**config.mk**
```make
export PLATFORM = sky130hd
export DESIGN_NAME = if_agc_ctrl
export DESIGN_NICKNAME = d
export VERILOG_FILES = /design/src/rtl/if_agc_ctrl.sv
export SDC_FILE = /design/constraint.sdc
export NUM_CORES = 1
export LEC_CHECK = 0
export ABC_CLOCK_PERIOD_IN_PS = 4980
export BUFFER_PORTS_ARGS = -buffer_cell sky130_fd_sc_hd__clkbuf_2
export CAP_MARGIN = 25
export CORE_ASPECT_RATIO = 0.5
export CORE_MARGIN = 4
export CORE_UTILIZATION = 32
export CTS_CLUSTER_SIZE = 10
export DETAILED_ROUTE_END_ITERATION = 10
export GPL_ROUTABILITY_DRIVEN = 0
export GPL_TIMING_DRIVEN = 0
export PLACE_DENSITY = 0.57
export SLEW_MARGIN = 20
export SYNTH_ARGS = -nofsm -noshare
export SYNTH_HDL_FRONTEND = slang
export SYNTH_SLANG_ARGS = --single-unit
```
**constraint.sdc**
```tcl
create_clock -name clk -period 4.98 [get_ports clk]
set_input_delay 0.996 -clock clk [delete_from_list [all_inputs] [get_ports clk]]
set_output_delay 0.996 -clock clk [all_outputs]
set_load 0.03 [all_outputs]
```
**src/rtl/if_agc_ctrl.sv**
```systemverilog
// IF-filter AGC: windowed peak detector that steps the filter gain select down on
// overload and up after sustained low level, with a manual pass-through mode.
module if_agc_ctrl #(
  parameter int WINDOW_LOG2  = 10,
  parameter int HOLD_WINDOWS = 4,
  parameter int HI_THRESH    = 96,
  parameter int LO_THRESH    = 24
) (
  input  logic              clk,
  input  logic              RSTb,
  input  logic signed [7:0] if_filt_out,
  input  logic              sample_en,
  input  logic              agc_en,
  input  logic [2:0]        manual_gain,
  output logic [2:0]        gain_sel,
  output logic [6:0]        peak_last,
  output logic              clip_flag,
  output logic              win_strobe,
  output logic [1:0]        agc_state
);

  typedef enum logic [1:0] {
    S_MEASURE = 2'd0,
    S_SETTLE  = 2'd1,
    S_MANUAL  = 2'd2
  } state_t;

  localparam logic [WINDOW_LOG2-1:0] WIN_LAST = '1;
  localparam logic [WINDOW_LOG2-1:0] WIN_ONE  = WINDOW_LOG2'(1);
  localparam logic [6:0]             HI_T     = 7'(HI_THRESH);
  localparam logic [6:0]             LO_T     = 7'(LO_THRESH);
  localparam logic [3:0]             HOLD_T   = 4'(HOLD_WINDOWS);
  localparam logic [2:0]             GAIN_MAX = 3'd5;

  state_t                 state, state_nxt;
  logic [WINDOW_LOG2-1:0] win_cnt;
  logic [6:0]             peak_run;
  logic                   clip_acc;
  logic [3:0]             hold_cnt;

  logic [7:0] neg_val;
  logic [6:0] mag;
  logic       is_clip;
  logic [6:0] final_peak;
  logic       final_clip;
  logic       win_end;
  logic [3:0] hold_inc;
  logic [2:0] dec_gain;
  logic [3:0] dec_hold;
  logic [2:0] manual_clamped;

  assign agc_state = state;

  // -128 has no 8-bit positive counterpart, so it saturates to full scale.
  always_comb begin
    neg_val = 8'd0 - if_filt_out;
    if (if_filt_out == 8'sh80) mag = 7'd127;
    else if (if_filt_out[7])   mag = neg_val[6:0];
    else                       mag = if_filt_out[6:0];
  end

  assign is_clip        = (mag == 7'd127);
  assign final_peak     = (mag > peak_run) ? mag : peak_run;
  assign final_clip     = clip_acc | is_clip;
  assign win_end        = sample_en && (win_cnt == WIN_LAST);
  assign hold_inc       = hold_cnt + 4'd1;
  assign manual_clamped = (manual_gain > GAIN_MAX) ? GAIN_MAX : manual_gain;

  // State register.
  always_ff @(posedge clk) begin
    if (!RSTb) state <= S_MEASURE;
    else       state <= state_nxt;
  end

  // Next-state logic: a gain change always buys one settle window.
  always_comb begin
    state_nxt = state;
    if (!agc_en) begin
      state_nxt = S_MANUAL;
    end else begin
      case (state)
        S_MANUAL:  state_nxt = S_MEASURE;
        S_MEASURE: if (win_end && (dec_gain != gain_sel)) state_nxt = S_SETTLE;
        S_SETTLE:  if (win_end) state_nxt = S_MEASURE;
        default:   state_nxt = S_MEASURE;
      endcase
    end
  end

  // Gain decision for the window that ends this cycle, by priority.
  always_comb begin
    dec_gain = gain_sel;
    dec_hold = 4'd0;
    if (final_clip) begin
      dec_gain = (gain_sel >= 3'd2) ? (gain_sel - 3'd2) : 3'd0;
    end else if (final_peak >= HI_T) begin
      dec_gain = (gain_sel != 3'd0) ? (gain_sel - 3'd1) : 3'd0;
    end else if (final_peak < LO_T) begin
      if (hold_inc >= HOLD_T) begin
        dec_gain = (gain_sel < GAIN_MAX) ? (gain_sel + 3'd1) : GAIN_MAX;
      end else begin
        dec_hold = hold_inc;
      end
    end
  end

  always_ff @(posedge clk) begin
    if (!RSTb) begin
      gain_sel   <= 3'd0;
      peak_last  <= 7'd0;
      clip_flag  <= 1'b0;
      win_strobe <= 1'b0;
      win_cnt    <= '0;
      peak_run   <= 7'd0;
      clip_acc   <= 1'b0;
      hold_cnt   <= 4'd0;
    end else begin
      win_strobe <= 1'b0;
      if (!agc_en) begin
        gain_sel <= manual_clamped;
        win_cnt  <= '0;
        peak_run <= 7'd0;
        clip_acc <= 1'b0;
        hold_cnt <= 4'd0;
      end else if ((state != S_MANUAL) && sample_en) begin
        if (win_end) begin
          peak_last  <= final_peak;
          clip_flag  <= final_clip;
          win_strobe <= 1'b1;
          win_cnt    <= '0;
          peak_run   <= 7'd0;
          clip_acc   <= 1'b0;
          if (state == S_MEASURE) begin
            gain_sel <= dec_gain;
            hold_cnt <= dec_hold;
          end else begin
            hold_cnt <= 4'd0;
          end
        end else begin
          win_cnt  <= win_cnt + WIN_ONE;
          peak_run <= final_peak;
          clip_acc <= final_clip;
        end
      end
    end
  end

endmodule

```
* Word-level counts from Yosys, hierarchy flattened
Cells that the tools add are included.
** Storage, ports and cells
- Flip-flop bits (word level) :: 36
- Bits of input ports :: 15
- Output and inout bits :: 14
** Operators by class
- Reduce and logical (&&, ||, !) cells :: 12
- Eq/ne operators :: 13
- Bitwise gates (word level) :: 1
- Add/subtract/negate cells :: 6
- Multiplexer cells :: 28
- Magnitude comparators :: 7
** Operators with widths (count)
- two-way mux 3 bit :: 12
- two-way mux 7 bit :: 4
- two-way mux 4 bit :: 5
- adder 10 x 1 -> 10 bit (second input constant) :: 1
- equality test 10 bit (second input constant) :: 1
- two-way mux 10 bit :: 1
- AND reduction 3 bit :: 3
- equality test 8 bit (second input constant) :: 1
- AND reduction 2 bit :: 4
- equality test 7 bit (second input constant) :: 1
- >= comparator 7 bit (second input constant) :: 1
- > comparator 7 bit :: 1
- less-than comparator 7 x 5 -> 1 bit (second input constant) :: 1
- subtractor 1 x 7 -> 7 bit (first input constant) :: 1
- two-way mux 2 bit :: 3
- != test 2 x 1 -> 1 bit (second input constant) :: 3
- != test 2 bit (second input constant) :: 3
- != test 3 bit (second input constant) :: 2
- adder 4 x 1 -> 4 bit (second input constant) :: 1
- >= comparator 4 x 3 -> 1 bit (second input constant) :: 1
- one-hot mux 2 bit (2 select lines) :: 1
- adder 3 x 1 -> 3 bit (second input constant) :: 1
- >= comparator 3 x 2 -> 1 bit (second input constant) :: 1
- > comparator 3 bit (second input constant) :: 1
- other kinds (10) :: 13

* Logic depth before layout (Yosys ltp)
- Word-level depth :: 14
- Depth in mapped cells :: 19
- Depth with buffers taken out :: 17

* Worst setup path before layout
Ideal clock, no wire load.
- Path kind :: in2reg
- Start point :: in if_filt_out[1]
- End point :: reg state[0] (netlist: agc_state[0])
- Arrival time :: 4.034 ns
- Cell stages on the path :: 15
- Setup slack :: 0.869 ns
- Cells stage by stage :: inv_1 ha_1 buf_6 or3b_2 o21ai_0 o21ai_0 ha_1 nand4_1 a21o_1 a2111oi_0 o211ai_1 o21ai_4 o21ai_0 a32o_2 a41oi_2
** On the way
- Longest elaborated chain between the ends :: 13
- Elaborated cells between the ends (all ways) :: 17
- Those cells by class :: add/sub: 1; order compare: 3; eq/ne: 4; mux: 6; bitwise: 1; reduce/logical: 2
** RTL lines
- start: declaration :: RTL line 11 : input logic signed [7:0] if_filt_out,
- subtractor 1 x 7 -> 7 bit :: RTL line 56 : neg_val = 8'd0 - if_filt_out;
- two-way mux 7 bit :: RTL line 58 : else if (if_filt_out[7]) mag = neg_val[6:0];
- two-way mux 7 bit (*) :: RTL line 57 : if (if_filt_out == 8'sh80) mag = 7'd127;
- > comparator 7 bit :: RTL line 63 : assign final_peak = (mag > peak_run) ? mag : peak_run;
- two-way mux 7 bit :: RTL line 63
- less-than comparator 7 x 5 -> 1 bit :: RTL line 98 : end else if (final_peak < LO_T) begin
- two-way mux 3 bit :: RTL line 98
- two-way mux 3 bit :: RTL line 96 : end else if (final_peak >= HI_T) begin
- two-way mux 3 bit (*) :: RTL line 94 : if (final_clip) begin
- != test 3 bit (*) :: RTL line 83 : S_MEASURE: if (win_end && (dec_gain != gain_sel)) state_nxt = S_SETTLE;
- logical AND 1 bit (*) :: RTL line 83
- != test 2 bit (no line) (*)
- AND reduction 2 bit (no line) (*)
- end signal: assignment :: RTL line 72 : else state <= state_nxt;
- end: declaration :: RTL line 35 : state_t state, state_nxt;
Every way passes the cells marked *; elsewhere a longest branch is shown, timed or not.
A chain may end at the register's enable or synchronous reset.

* Worst setup path in the final report
Ends and elaborated chain as after synthesis.

==> metrics.md <==
| Metric | Value |
|---|---|
| Commonest non-fill, non-tap cell in the layout | dfxtp_1 |
| Syn nets | 362 |
| Ys Warns | 0 |
| All-Layer GR Usage | 0.1336 |
| Core ar. | 0.008029 mm2 |
| Die height | 72.27 um |
| Crit share post-route | 0.8963 |
| Post-route setup TNS | 0 ns |
| HP Class | reg2reg |
| Most frequent cells in the layout | dfxtp_1, nor2_1, nand2_1, clkbuf_2, o21ai_0 |
| Total CTS buffers | 5 |
| Post-CTS setup buffers | 0 |
| GRT overflow | 0 |
| R2R cell count | 10 |
| Async set-or-reset flop fraction in the synthesized netlist | 0 |
| Final Hold Violating Endpoints | 0 |
| Clock skew | 0.005211 ns |
| Seq/Total Area, Yosys | 0.2726 |
| Vias/cell | 5.068 |
| Remaining antenna violation count | 0 |
| CP endpoint kind | flop |
| Crit start category | input pin |
| EDFF count, synth | 0 |
| Data arrival time of the critical path | 4.66 ns |
| First-pass GRT wire length | 10.72 mm |
| Area share of the leading cell type in the synthesized netlist | 0.2726 |
| Clk Tree Root Cell | clkbuf_16 |
| Count of cell types in the netlist | 70 |
| Vias | 2402 |
| Hold Path End | win_cnt[1]$_SDFFE_PN0P_ |
| DP HPWL | 5.033 mm |
| Initial antenna violation count | 0 |
| Critical Path RT | 5.18 ns |
| Clk sink count | 36 |
| Die width | 136.5 um |
| Crit-path slowest cell | a2111oi_0 |
| CTS max path bufs | 2 |
| I/O pins | 29 |
| Slowest stage delay, CP | 0.52 ns |
| IO buf count | 26 |
| Run status | finished clean |
| Most used cell, CP | o21ai_0 |
| Power Total | 0.0007699 W |
| Synth Register Bits | 36 |
| WL final | 6.424 mm |
| Clk slew on worst S/H paths | 0.05 ns |
| Antenna Cells | 0 |
| Worst Path Max Fanout | 10 |
| Worst setup path class | in2reg |
| CP top delay family | compound AO/OA/AOI/OAI gates |
| Post-Syn Area per Cell | 8.036 um2 |
| Peak supply drop | 0.1079 mV |
| Wire per inst | 13.55 um |
| Row count | 23 |
| DP Area | 0.002914 mm2 |
| # resized after CTS | 0 |
| Max_cap viols | 0 |
| Worst-Skew Late Latency | 0.28 ns |
| Max Transition Viols Final | 0 |
| Hold path start | win_cnt[1]$_SDFFE_PN0P_ |
| Iteration-0 DRC count of the detailed router | 127 |
| Hold path depth | 2 |
| R2r endpoint | agc_state[0]$_SDFFE_PN0P_ |
| Static Leak | 1.242 nW |
| Worst-Margin Slew | 0.7755 ns |
| Starting Density | 0.3293 |
| Pin count of the biggest net entering global routing | 11 |
| Max Fclk | 224.0 MHz |
| Design area | 0.003067 mm2 |
| Number of buffer and inverter stages on the critical path | 3 |
| Post-Syn Area | 0.002644 mm2 |
| Synth Flop Type | dfxtp_1 |
| CTS HTree Levels | 2 |
| CTS Hold Bufs | 0 |
| Rel. slew slack | 0.4795 |
| Final worst path period need | 4.463 ns |
| DRC | 0 |
| Pre-antenna DRT Iters | 4 |
| Share of layout cells above drive strength 1 | 0.1630 |
| CTS tree | built |
| Cell Pwr Density | 251.0 mW/mm2 |
| Area of the die | 0.009868 mm2 |
| Nets | 395 |
| Cell Chain, Critical Path | clkbuf_2 -> inv_1 -> ha_1 -> buf_6 -> or3b_2 -> o21ai_0 -> o21ai_0 -> ha_1 -> nand4_1 -> a21o_1 -> a2111oi_0 -> o211ai_1 -> o21ai_4 -> o21ai_0 -> a32o_2 -> a41oi_2 |
| R2r setup slk | 2.16 ns |
| RSZ-0062 raised after global routing | false |
| Final Setup Violations | 0 |
| RR Startpoint | peak_run[6]$_SDFFE_PN0P_ |
| Area growth, synth to finish | 16.00% |
| Largest area contributor in the netlist | dfxtp_1 |
| Number of global-route vias before repair | 2171 |
| Synthesized instance count | 329 |
| Top post-synthesis cells by area | dfxtp_1, ha_1, nor2_1, o21ai_0, nand2_1 |
-- routing by layer --
metal  GRT usage  vias to the layer above  share of wire
li1            -                     1261              -
met1      0.1969                     1100           0.54
met2      0.2012                       34           0.41
met3     0.02632                        7          0.039
met4     0.03017                        0         0.0083
met5           0                        -              0
-- where the power goes --
part / internal, W / switching [W] / total (W)
clock network: 0.000210 / 0.000111 / 0.000321
registers: 0.000292 / 0.00000567 / 0.000298
logic: 0.0000581 / 0.0000924 / 0.000151
-- worst max path at each step --
stage / slack [ns] / cells past startpoint / from / to
after CTS: 0.52 / 16 / if_filt_out[0] / agc_state[0]$_SDFFE_PN0P_
after global placement: 0.22 / 16 / if_filt_out[0] / agc_state[0]$_SDFFE_PN0P_
after floorplan: 0.87 / 15 / if_filt_out[1] / agc_state[0]$_SDFFE_PN0P_
final: 0.52 / 16 / if_filt_out[1] / agc_state[0]$_SDFFE_PN0P_
after detailed placement: 0.26 / 16 / if_filt_out[0] / gain_sel[2]$_SDFFE_PN0P_
after global routing: 0.08 / 16 / if_filt_out[1] / agc_state[0]$_SDFFE_PN0P_
-- Yosys cell counts (4+ instances only) --
master	count
dfxtp_1	36
nor2_1	34
nand2_1	29
o21ai_0	24
a21oi_1	19
ha_1	18
inv_1	18
clkbuf_1	9
nand3_1	9
nor3_1	7
o211a_1	7
xor2_1	7
a22oi_1	6
nand2b_1	6
mux2i_1	5
o211ai_1	5
and2_1	4
nand3b_1	4
nand4_1	4
or3_1	4
-- sequential cells by signal, summed over array words and instances (netlist names) --
name	count
agc_state	2
clip_acc	1
clip_flag	1
gain_sel	3
hold_cnt	4
peak_last	7
peak_run	7
win_cnt	10
win_strobe	1
-- stage by stage --
stage	instances	worst slack, ns	hold WS (ns)	utilization
floorplan	329	0.8689	0.4443	-
global placement	467	0.2226	0.4571	0.3629
detailed placement	467	0.2619	0.4728	0.3629
CTS	474	0.5169	0.4825	0.3820
global route	474	0.07504	0.4934	0.3820
finish	474	0.5165	0.4812	0.3820
-- cells by family after synthesis --
kind of cell,share of synthesized area
AOI/OAI and AO/OA,0.2754
xor gates and xnor gates,0.03313
adders and majority gates,0.08519
buffers and inverters,0.05016
DFF,0.2726
muxes,0.04449
and+or+nand+nor,0.2390
-- cell type report --
type	instances	area, um2
Timing Repair Buffer	26	130.1
Fill cell	841	4962
Inverter	18	67.56
Clock buffer	7	152.6
Buffer	14	65.06
Tap cell	112	140.1
Sequential cell	36	720.7
Multi-Input combinational cell	261	1790
-- worst min-delay path, cell delays in order, from the launching register on --
cell and delay (ns):
dfxtp_1 0.32, nand2_1 0.06, a21oi_1 0.05
No activity file was read; power rests on OpenSTA's default activity.
